## src/rtl/mmss_display_driver.sv

```systemverilog
`default_nettype none
// ============================================================================
//  Module      : mmss_display_driver
//  Description : Stopwatch display back-end. Captures binary minutes/seconds,
//                converts each to two BCD digits with a sequential
//                shift-add-3 (double-dabble) engine, and drives a 4-digit
//                time-multiplexed common-anode 7-segment display.
//  Ports       : clk      - system clock, rising edge
//                rst_n    - asynchronous active-low reset
//                minutes  - binary minutes (clamped to 99 for display)
//                seconds  - binary seconds (clamped to 59 for display)
//                blank    - forces all segments and digits off
//                seg      - segment drive {g,f,e,d,c,b,a}, active-low, registered
//                dig_en   - digit enables, active-low one-hot, registered
//                busy     - high while a conversion is in progress
//  Revision    : 1.0 - initial release
// ============================================================================
module mmss_display_driver #(
    parameter int REFRESH_DIV = 50000
) (
    input  logic       clk,
    input  logic       rst_n,
    input  logic [7:0] minutes,
    input  logic [5:0] seconds,
    input  logic       blank,
    output logic [6:0] seg,
    output logic [3:0] dig_en,
    output logic       busy
);

    localparam logic [1:0] c_IDLE = 2'd0;
    localparam logic [1:0] c_CONV = 2'd1;
    localparam logic [1:0] c_LOAD = 2'd2;

    localparam int                 c_CNT_W   = $clog2(REFRESH_DIV);
    localparam logic [c_CNT_W-1:0] c_CNT_MAX = c_CNT_W'(REFRESH_DIV - 1);

    logic [1:0]         r_state;
    logic [7:0]         r_min_cap;
    logic [5:0]         r_sec_cap;
    logic [7:0]         r_min_sh;
    logic [7:0]         r_sec_sh;
    logic [7:0]         r_min_bcd;
    logic [7:0]         r_sec_bcd;
    logic [2:0]         r_iter;
    logic [3:0]         r_dig [4];
    logic [c_CNT_W-1:0] r_cnt;
    logic [1:0]         r_idx;

    logic [7:0]         w_min_clamp;
    logic [7:0]         w_sec_clamp;
    logic [7:0]         w_min_adj;
    logic [7:0]         w_sec_adj;
    logic [3:0]         w_cur_digit;
    logic [3:0]         w_onehot;

    // Add 3 to every BCD nibble that is 5 or more, so the following left
    // shift carries correctly into the next decimal place.
    function automatic logic [7:0] dabble_adjust(input logic [7:0] bcd);
        logic [7:0] res;
        res = bcd;
        if (bcd[3:0] >= 4'd5) res[3:0] = bcd[3:0] + 4'd3;
        if (bcd[7:4] >= 4'd5) res[7:4] = bcd[7:4] + 4'd3;
        return res;
    endfunction

    function automatic logic [6:0] seg_decode(input logic [3:0] digit);
        logic [6:0] code;
        case (digit)
            4'd0:    code = 7'h40;
            4'd1:    code = 7'h79;
            4'd2:    code = 7'h24;
            4'd3:    code = 7'h30;
            4'd4:    code = 7'h19;
            4'd5:    code = 7'h12;
            4'd6:    code = 7'h02;
            4'd7:    code = 7'h78;
            4'd8:    code = 7'h00;
            4'd9:    code = 7'h10;
            default: code = 7'h7F;
        endcase
        return code;
    endfunction

    assign w_min_clamp = (minutes > 8'd99) ? 8'd99 : minutes;
    assign w_sec_clamp = (seconds > 6'd59) ? 8'd59 : {2'b00, seconds};
    assign w_min_adj   = dabble_adjust(r_min_bcd);
    assign w_sec_adj   = dabble_adjust(r_sec_bcd);
    assign w_cur_digit = r_dig[r_idx];
    assign w_onehot    = 4'b0001 << r_idx;
    assign busy        = (r_state != c_IDLE);

    // Capture / conversion FSM. The compare uses the raw inputs so that a
    // change between two out-of-range values still triggers a conversion.
    always_ff @(posedge clk or negedge rst_n) begin
        if (!rst_n) begin
            r_state   <= c_IDLE;
            r_min_cap <= '0;
            r_sec_cap <= '0;
            r_min_sh  <= '0;
            r_sec_sh  <= '0;
            r_min_bcd <= '0;
            r_sec_bcd <= '0;
            r_iter    <= '0;
            r_dig[0]  <= '0;
            r_dig[1]  <= '0;
            r_dig[2]  <= '0;
            r_dig[3]  <= '0;
        end else begin
            case (r_state)
                c_IDLE: begin
                    if ({minutes, seconds} != {r_min_cap, r_sec_cap}) begin
                        r_min_cap <= minutes;
                        r_sec_cap <= seconds;
                        r_min_sh  <= w_min_clamp;
                        r_sec_sh  <= w_sec_clamp;
                        r_min_bcd <= '0;
                        r_sec_bcd <= '0;
                        r_iter    <= '0;
                        r_state   <= c_CONV;
                    end
                end
                c_CONV: begin
                    // Shift the adjusted BCD and the binary operand as one
                    // 16-bit register; the binary MSB enters the BCD LSB.
                    {r_min_bcd, r_min_sh} <= {w_min_adj, r_min_sh} << 1;
                    {r_sec_bcd, r_sec_sh} <= {w_sec_adj, r_sec_sh} << 1;
                    r_iter <= r_iter + 3'd1;
                    if (r_iter == 3'd7) begin
                        r_state <= c_LOAD;
                    end
                end
                c_LOAD: begin
                    r_dig[0] <= r_sec_bcd[3:0];
                    r_dig[1] <= r_sec_bcd[7:4];
                    r_dig[2] <= r_min_bcd[3:0];
                    r_dig[3] <= r_min_bcd[7:4];
                    r_state  <= c_IDLE;
                end
                default: r_state <= c_IDLE;
            endcase
        end
    end

    // Refresh timing and output registers. These run independently of the
    // converter, so a LOAD never disturbs the multiplex phase.
    always_ff @(posedge clk or negedge rst_n) begin
        if (!rst_n) begin
            r_cnt  <= '0;
            r_idx  <= '0;
            seg    <= 7'h40;
            dig_en <= 4'hE;
        end else begin
            if (r_cnt == c_CNT_MAX) begin
                r_cnt <= '0;
                r_idx <= r_idx + 2'd1;
            end else begin
                r_cnt <= r_cnt + 1'b1;
            end

            if (blank) begin
                seg    <= 7'h7F;
                dig_en <= 4'hF;
            end else begin
                seg    <= seg_decode(w_cur_digit);
                dig_en <= ~w_onehot;
            end
        end
    end

endmodule
`default_nettype wire
```

## config.mk

```make
export PLATFORM = sky130hd
export DESIGN_NAME = mmss_display_driver
export DESIGN_NICKNAME = d
export VERILOG_FILES = /design/src/rtl/mmss_display_driver.sv
export SDC_FILE = /design/constraint.sdc
export NUM_CORES = 1
export LEC_CHECK = 0
export BUFFER_PORTS_ARGS = -buffer_cell sky130_fd_sc_hd__buf_2
export CORE_MARGIN = 2
export CORE_UTILIZATION = 60
export CTS_CLUSTER_SIZE = 8
export DETAILED_ROUTE_END_ITERATION = 12
export GPL_TIMING_DRIVEN = 0
export PLACE_DENSITY = 0.76
export SLEW_MARGIN = 25
export SYNTH_ARGS = -nofsm -noshare
export SYNTH_HDL_FRONTEND = slang
export SYNTH_SLANG_ARGS = --single-unit
```

## constraint.sdc

```tcl
create_clock -name clk -period 1.9 [get_ports clk]
set_input_delay 0.095 -clock clk [delete_from_list [all_inputs] [get_ports clk]]
set_output_delay 0.095 -clock clk [all_outputs]
set_load 0.03 [all_outputs]
```

==> results_dict.tcl <==
set metrics [dict create \
    worstSetupEndpointType "flop" \
    ys_top_cells_by_area "dfrtp_1 (50%), mux2_2 (5.9%), ha_1 (5.5%)" \
    p_per_area_nw_per_um2 1520 \
    cts-root-buf "clkbuf_8" \
    rr_worst_depth 6 \
    tritoncts "built" \
    maxSlewHeadroom_pct 62.1 \
    hold_ws_ns 0.00606 \
    nNetsFinal 499 \
    initial_core_util_pct 62.5 \
    maxCapViolations 0 \
    ioPinCount 29 \
    use_met3_pct 3.32 \
    critPathLaunchType "flop" \
    crit_slowest_cell "dfrtp_1" \
    synth_edf_count 0 \
    p_leak_nw 2.38 \
    setup_ws_ns -0.00289 \
    critPathKind "flop to flop" \
    syn-num-nets 449 \
    cts_sinks 96 \
    worst-slew-pin-transition_ns 0.568 \
    cpPeakStageDelay_ns 0.40 \
    cts.clk_slew.worst_paths_ns 0.10 \
    fp.dieH_um 91.4 \
    async_flop_share_pct 100 \
    cp_top_family "compound AO/OA/AOI/OAI gates" \
    crit_chain "xor2_1 > nor4_2 > a41oi_2 > buf_2 > a22oi_1 > o21ai_0" \
    met1_usage_pct 32.1 \
    drt_iter0_markers 164 \
    yosysUniqueCellTypes 45 \
    worstHoldStart "minutes[0]" \
    ctsLongestPathBuffers 2 \
    pwr-share-comb_pct 42.4 \
    row_count 31 \
    num_vias 3168 \
    reg2reg_slack_ns -0.003 \
    fin_util_pct 71.3 \
    syn_inst 412 \
    drv_slew 0 \
    seq_power_share_pct 41.0 \
    holdPathStages 3 \
    top_usage_layer "met2" \
    rr_endpoint "r_sec_sh[3]" \
    cp_num_buf_inv 1 \
    dr.pass1.iters 4 \
    nFillCells 526 \
    viasPerCell 5.60 \
    routabilityCongestion 0.801 \
    syn2layout_area_growth_pct 14.1 \
    finalSetupViolCount 1 \
    intPower_w 0.00490 \
    ys.flop_type "dfrtp_1" \
    yosysMostFrequentCell "dfrtp_1" \
    die_x_um 91.4 \
    drc 0 \
    syn_avg_cell_area_um2 11.1 \
    switching_share_pct 38.5 \
    grt_antenna_before_repair 0 \
    die-area_um2 8350 \
    ant_nets 0 \
    hold_violations 0 \
    critical_path.max_fanout 10 \
    insertedDiodeCount 0 \
    synth_top_area_share_pct 50.2 \
    synth_common_cells "dfrtp_1 (92), nand2_1 (44), o21ai_0 (26), xor2_1 (26), nor2_1 (25)" \
    hold_path_end "r_min_sh[0]" \
    clk_latency_ns 0.36 \
    max-vdd-ir-drop_mv 0.952 \
    required_ns 2.13 \
    post-route-min-period_ns 1.90 \
    synth_seq_cells 96 \
    violations "setup timing" \
    p_clk_share_pct 16.6 \
    final_layout_size_suffix_gt1_share_pct 23.6 \
    cts_buffers 9 \
    total_power_w 0.00797 \
    core-area_um2 7330 \
    drt_wl_total_um 9000 \
    hold_class "input port to flop" \
    grt_pass1_wl_um 15100 \
    skew_ns 0.0126 \
    detailedPlacementHpwl_um 6240 \
    grt_start_max_net_pins 58 \
    grt_pass1_vias 3078 \
    r2r-start "r_sec_cap[2]" \
    status "finished with violations" \
    htree_levels 3 \
    met2_usage_pct 36.3 \
    wl_per_cell_um 15.9 \
    seq_area_frac_synth_pct 52.5 \
    arrival_ns 2.13 \
    rsz0062_at_grt "yes" \
    io_buffers 28 \
    netlist_area_um2 4580 \
    yosysWarnings 0 \
    fmax_ghz 0.526 \
    fin_crit_sh_pct 100 \
    gr-total-overflow 0 \
    grt_use_total_pct 22.7 \
    yosys.area.top_type "dfrtp_1" \
    p_sw_w 0.00307 \
]
-- per-layer routing --
metal / vias up / wire (um)
li1: 1528 / -
met1: 1562 / 4110
met2: 63 / 4460
met3: 15 / 270
met4: 0 / 162
met5: - / 0
-- power groups by stage --
stage | clock network (W) | logic, W | registers [W]
global route | 0.00143 | 0.00376 | 0.00336
detailed placement | 0 | 0.00312 | 0.00330
finish | 0.00133 | 0.00337 | 0.00327
floorplan | 0 | 0.00229 | 0.00331
CTS | 0.00135 | 0.00317 | 0.00326
global placement | 0 | 0.00299 | 0.00326
-- logic make-up (layout without fill, tap and decap cells) --
group,Yosys count,in the layout,share of synthesized area (%)
and+or+nand+nor,121,121,13.1
muxes,31,31,8.52
AOI/OAI and AO/OA,73,73,10.5
adders and majority gates,20,20,5.46
xor gates and xnor gates,36,36,6.88
buffers and inverters,35,90,3.08
DFF,96,96,52.5
-- area by class of cell --
cell class,count,area [um2],share of cell area [%]
Sequential cell,96,2410,46.1
Multi-Input combinational cell,281,2070,39.7
Timing Repair Buffer,40,264,5.05
Clock buffer,9,124,2.37
Tap cell,99,124,2.37
Buffer,18,104,1.99
Clock inverter,7,71.3,1.36
Inverter,16,60.1,1.15
-- per-stage QoR --
stage          TNS [ns]  std cells  instance area (um2)  setup slack [ns]
3_3_place_gp     -16.28        539                 4850            -0.183
6_report       -0.00289        566                 5230          -0.00289
2_1_floorplan         0        412                 4580             0.144
5_1_grt           -1.03        566                 5230           -0.0949
3_5_place_dp    -0.0428        540                 4880           -0.0186
4_1_cts               0        561                 5130           0.00452
-- flip-flops by register name, indices dropped and copies added, names as in the netlist --
signal     count
r_sec_cap      6
seg            7
r_cnt         16
r_iter         3
r_idx          2
r_min_cap      8
r_sec_bcd      8
r_dig         16
r_min_sh       8
r_state        2
dig_en         4
r_min_bcd      8
r_sec_sh       8
-- worst min-delay path, stage by stage --
cell and delay, ns:
buf_2 0.13, inv_1 0.06, a31oi_1 0.06
-- timing repair --
action | CTS | global route
pin swaps | 2 | 4
setup buffers | 1 | 6
endpoints found under the setup margin | 6 | 46
cloned | 0 | 1
hold endpoints to repair | 42 | 0
resized for setup | 3 | 31
hold buffers | 4 | 0
-- cell usage in the layout (no fill, tap or decap), types with 6 or more instances in the layout --
cell type   n
mux2_2     24
nor2_1     24
nand2_1    44
nand2b_1   12
ha_1       20
xnor2_1    10
clkbuf_1    6
buf_4       7
dfrtp_1    92
buf_2      31
nand3_1     8
inv_1      14
clkbuf_8    9
a21oi_1    11
xor2_1     26
o22ai_1     8
o21ai_0    21
-- worst max-delay path by stage --
stage,start,end,slack [ns],depth (start not counted)
finish,r_sec_cap[2],r_sec_sh[3],-0.003,6
global route,r_sec_cap[2],r_sec_sh[4],-0.09,7
CTS,r_sec_cap[4],r_sec_sh[4],0.005,7
detailed placement,r_idx[0],seg[3],-0.02,7
global placement,rst_n,r_min_cap[0],-0.18,1
floorplan,r_idx[0],seg[3],0.14,7
Power figures use the tool's default switching activity.
